===== config.mk =====
export PLATFORM = sky130hd
export DESIGN_NAME = div_unit
export DESIGN_NICKNAME = d
export VERILOG_FILES = /design/src/rtl/div_unit.sv
export SDC_FILE = /design/constraint.sdc
export NUM_CORES = 1
export LEC_CHECK = 0
export BUFFER_PORTS_ARGS = -buffer_cell sky130_fd_sc_hd__buf_2
export CORE_ASPECT_RATIO = 2
export CORE_MARGIN = 2
export CORE_UTILIZATION = 45
export DETAILED_ROUTE_END_ITERATION = 8
export SLEW_MARGIN = 20
export SYNTH_ARGS = -nofsm -noshare
export SYNTH_HDL_FRONTEND = slang
export SYNTH_SLANG_ARGS = --single-unit
export TNS_END_PERCENT = 30

===== constraint.sdc =====
create_clock -name clk -period 7.3 [get_ports clk]
set_clock_uncertainty 0.2 [all_clocks]
set_input_delay 1.46 -clock clk [delete_from_list [all_inputs] [get_ports clk]]
set_output_delay 1.46 -clock clk [all_outputs]
set_load 0.05 [all_outputs]

===== src/rtl/div_unit.sv =====
// Iterative 32-bit divider for the HILO unit: radix-2 restoring, one quotient bit per clock.
// Result is {remainder, quotient}; a zero divisor short-circuits to {a, all-ones}.
module div_unit (
    input  logic        clk,
    input  logic        rst,
    input  logic [31:0] a,
    input  logic [31:0] b,
    input  logic        signed_div,
    input  logic        start,
    input  logic        annul,
    output logic [63:0] result,
    output logic        ready,
    output logic        busy
);

    typedef enum logic [1:0] {StIdle, StZero, StRun, StDone} state_e;

    state_e      state_q, state_d;
    logic [5:0]  cnt_q, cnt_d;
    logic [31:0] quo_q, quo_d;
    logic [31:0] rem_q, rem_d;
    logic [31:0] dvs_q, dvs_d;
    logic        q_neg_q, q_neg_d;
    logic        r_neg_q, r_neg_d;
    logic [63:0] result_q, result_d;
    logic        ready_q, ready_d;

    logic        accept;
    logic [31:0] a_mag, b_mag;
    logic [32:0] rem_sh, rem_sub;
    logic        fits;
    logic [31:0] step_q, step_r, q_fix, r_fix;

    assign accept = start & ~annul;
    assign a_mag  = (signed_div && a[31]) ? (~a + 32'd1) : a;
    assign b_mag  = (signed_div && b[31]) ? (~b + 32'd1) : b;

    // quo_q shifts dividend bits out of the top and quotient bits in at the bottom
    assign rem_sh  = {rem_q, quo_q[31]};
    assign rem_sub = rem_sh - {1'b0, dvs_q};
    assign fits    = ~rem_sub[32];
    assign step_q  = {quo_q[30:0], fits};
    assign step_r  = fits ? rem_sub[31:0] : rem_sh[31:0];
    assign q_fix   = q_neg_q ? (~step_q + 32'd1) : step_q;
    assign r_fix   = r_neg_q ? (~step_r + 32'd1) : step_r;

    always_comb begin
        state_d  = state_q;
        cnt_d    = cnt_q;
        quo_d    = quo_q;
        rem_d    = rem_q;
        dvs_d    = dvs_q;
        q_neg_d  = q_neg_q;
        r_neg_d  = r_neg_q;
        result_d = result_q;
        ready_d  = 1'b0;
        unique case (state_q)
            StIdle: begin
                if (accept) begin
                    dvs_d   = b_mag;
                    rem_d   = '0;
                    cnt_d   = '0;
                    q_neg_d = signed_div & (a[31] ^ b[31]);
                    r_neg_d = signed_div & a[31];
                    if (b == 32'd0) begin
                        quo_d   = a;
                        state_d = StZero;
                    end else begin
                        quo_d   = a_mag;
                        state_d = StRun;
                    end
                end
            end
            StZero: begin
                if (annul) begin
                    state_d = StIdle;
                end else begin
                    state_d  = StDone;
                    ready_d  = 1'b1;
                    result_d = {quo_q, 32'hFFFF_FFFF};
                end
            end
            StRun: begin
                if (annul) begin
                    state_d = StIdle;
                    cnt_d   = '0;
                end else begin
                    quo_d = step_q;
                    rem_d = step_r;
                    if (cnt_q == 6'd31) begin
                        cnt_d    = '0;
                        state_d  = StDone;
                        ready_d  = 1'b1;
                        result_d = {r_fix, q_fix};
                    end else begin
                        cnt_d = cnt_q + 6'd1;
                    end
                end
            end
            StDone: state_d = StIdle;
            default: state_d = StIdle;
        endcase
    end

    always_ff @(posedge clk or posedge rst) begin
        if (rst) begin
            state_q  <= StIdle;
            cnt_q    <= '0;
            quo_q    <= '0;
            rem_q    <= '0;
            dvs_q    <= '0;
            q_neg_q  <= 1'b0;
            r_neg_q  <= 1'b0;
            result_q <= '0;
            ready_q  <= 1'b0;
        end else begin
            state_q  <= state_d;
            cnt_q    <= cnt_d;
            quo_q    <= quo_d;
            rem_q    <= rem_d;
            dvs_q    <= dvs_d;
            q_neg_q  <= q_neg_d;
            r_neg_q  <= r_neg_d;
            result_q <= result_d;
            ready_q  <= ready_d;
        end
    end

    assign result = result_q;
    assign ready  = ready_q;
    // Gated by rst so a held start cannot raise a stall while in reset
    assign busy   = ~rst & (((state_q == StIdle) & accept) | (state_q == StRun) |
                            (state_q == StZero));

endmodule


==> reports/results.ini <==
[outcome]
status=finished, final reports clean

[worst_setup_path]
critical_path_class=flip-flop to flip-flop
rrSetupSlack_ns=1.51
cp_max_fo=5
cp.arrival_ns=5.88
worstReg2RegStart=quo_q[31]
reg2reg_to=result[62]
reg2reg_depth=21
worstSetupEndpointType=flip-flop
required_ns=7.39
cp-start-kind=flip-flop

[yosys]
ys_top_cells_by_area=dfrtp_1 (34%), nand2_1 (6.4%), xor2_1 (6.0%)
synth.yosys.warnings=0
avgSynthCellArea_sq_um=7.975
synth_cells=1590
synth_area_sq_um=12680
ys_seq_elements=171
synth_fp_nets=1700
yosysSeqAreaShare_pct=33.75
synth_top_area_cell=dfrtp_1
synth-edff-count=0
ys.flop_type=dfrtp_1
synthArstFlopShare_pct=100.0
ys_types=88
synth_top_area_share_pct=33.75

[power]
pwr-share-comb_pct=64.9
pwr-share-clk_pct=12.0
p_sw_mw=3.921
p_sw_share_pct=54.05
p_int_mw=3.334
p_leak_nw=5.940
seqPwrFrac_pct=23.1
p_per_area_nw_per_um2=515.6
vdd.ir_drop.worst_mv=0.2916

[die]
row_count=87
io_pins=135
initial_core_util_pct=45.32
die_area_sq_um=29620
coreArea_sq_um=27980
dieHeight_microns=241.4
die_w_microns=122.7

[grt]
grt_overflow=0
grt_pass1_vias=11310
use_met3_pct=4.049
antenna_found_initial=1
grt.met2_usage_pct=46.11
grt_max_degree=105
grt.busiest_layer=met2
grt_use_met1_pct=31.97
grt_first_pass_wirelength_mm=60.53
grt.total_usage_pct=26.53

[timing]
final_hold_viol_count=0
hold_ws_ns=0.2796
fmax_ghz=0.1728
fin_crit_ns=5.785
fin_crit_sh_pct=79.25
rsz0062_at_grt=no
tns_ns=0
relSlewSlack_pct=25.60
setup_violations=0
tightest_slew_ns=1.113
slew_violations=0

[placed_design]
hpwlAfterDp_mm=29.59
gp_congestion=0.8944
io_buffers=134

[cells_and_area]
drive_above_1_share_pct=12.84
antenna_cells=0
fillers=2740
multi_input_area_sq_um=7816
register_area_sq_um=4279
fin_nets=1772
area_growth_syn_to_layout_pct=10.97

[min_path]
hold_end=dvs_q[5]
hold_start=dvs_q[5]
min_path_cells=2
hold_path_class=flip-flop to flip-flop

[clock_tree]
cts_inserted_buffers=17
cts_setup_buffers=0
path_clk_slew_ns=0.07
cts.sinks=171
cts_buffer_depth=2
clk_latency_ns=0.46
cts_tree=yes
root_buffer=clkbuf_16
htree_levels=4
cts_resized=0
cts_hold_buf=0

[drt]
wl_mm=38.53
wl_per_cell_microns=18.97
via_count=11790
drtIter0Drc=811
post_drt_via_cell_ratio=5.807
route.detailed.drc=0
drt-pass1-iter-count=6
final_antenna_net_count=0

[run]
cap_violations=0

## logic make-up after synthesis
logic type               count (synthesis)  synth area share, %
multiplexers                            43                3.533
AND/OR/NAND/NOR                        557                20.98
XOR/XNOR                               139                9.601
adder cells (fa/ha/maj)                 41                4.105
AO/OA/AOI/OAI                          487                23.11
buffers and inverters                  152                4.924
flip-flops                             171                33.75
## power by group through the flow
stage	registers, mW	logic, mW	clock network [mW]
after floorplan	1.87	3.29	0
after global placement	1.68	4.62	0
after detailed placement	1.69	4.68	0
after CTS	1.68	4.70	0.888
after global routing	1.72	5.17	0.926
final	1.68	4.71	0.872
## worst max-delay path, stage by stage (launching register included)
cell and delay [ns]:
dfrtp_1 0.37, inv_1 0.10, ha_1 0.26, fa_1 0.42, nand2b_1 0.19, a211oi_2 0.27, o21ai_1 0.24, a2111oi_2 0.55
o21ai_1 0.15, o21a_2 0.17, inv_2 0.11, nor2_1 0.05, a21oi_1 0.22, ha_1 0.29, nand3b_1 0.12, or3_4 0.36
or4b_4 0.56, mux2i_4 0.22, o21ai_2 0.14, o41ai_4 0.37, xnor2_1 0.16, a21oi_1 0.08
## flip-flops by register name, summed over array words and instances, names as in the netlist
signal and count:
result 64, dvs_q 32, quo_q 32, rem_q 32, cnt_q 6, state_q 2
q_neg_q 1, r_neg_q 1, ready 1
## per-layer routing
layer | share of wire [%] | vias to the layer above
met2 | 51 | 300
met5 | 0.021 | -
met1 | 41 | 5660
met4 | 3.9 | 2
li1 | - | 5764
met3 | 3.6 | 68
## metrics by stage
| step | total power, mW | worst slack (ns) | instance area, sq um | utilization [%] | instances |
|---|---|---|---|---|---|
| after floorplan | 5.161 | 1.008 | 12680 | - | 1590 |
| after global placement | 6.297 | 1.747 | 13520 | 48.33 | 1999 |
| after detailed placement | 6.368 | 1.569 | 13520 | 48.33 | 1999 |
| after CTS | 7.262 | 1.551 | 14070 | 50.30 | 2031 |
| after global routing | 7.819 | 1.112 | 14070 | 50.30 | 2031 |
| final | 7.255 | 1.515 | 14070 | 50.30 | 2031 |
## worst max-delay path by stage
stage	from	slack, ns	depth (start not counted)	endpoint
after floorplan	rst	1.01	1	cnt_q[0]
after global placement	quo_q[31]	1.75	21	result[62]
after detailed placement	quo_q[31]	1.57	21	result[62]
after CTS	quo_q[31]	1.55	21	result[62]
after global routing	quo_q[31]	1.11	21	result[62]
final	quo_q[31]	1.51	21	result[62]
## synthesized netlist by cell type (12+ instances only)
cell type / number
nand2_1: 216
dfrtp_1: 171
nor2_1: 149
o21ai_0: 145
a21oi_1: 142
xor2_1: 87
clkbuf_1: 64
inv_1: 58
xnor2_1: 52
o21ai_1: 50
ha_1: 40
mux2i_1: 38
nor3_1: 32
or3_1: 29
o31ai_1: 25
nand3_1: 21
a21o_1: 16
nand2b_1: 15
a211oi_1: 14
nor3b_1: 14
buf_2: 13
nand4_1: 12
## placed cells by master, fill, tap and decap left out, drive strengths merged, types with 15 or more instances in the layout
cell type,synthesis,final
nand2,216,216
o21ai,196,196
dfrtp,171,171
nor2,149,149
buf,27,144
a21oi,143,143
xor2,87,87
inv,60,63
xnor2,52,52
ha,40,40
mux2i,39,39
nor3,33,33
or3,32,32
o31ai,25,25
nand3,21,21
clkbuf,64,19
a21o,16,16
nor4,16,16
nand2b,15,15
a211oi,15,15
## layout make-up
type / instances / area share, %
repair buffers: 144 / 5.300
flip-flops and latches: 171 / 30.41
inverters: 61 / 1.663
multi-input cells: 1267 / 55.55
clock buffers: 19 / 3.077
well taps: 356 / 3.166
clock inverters: 13 / 0.8359
Power figures use the tool's default switching activity.
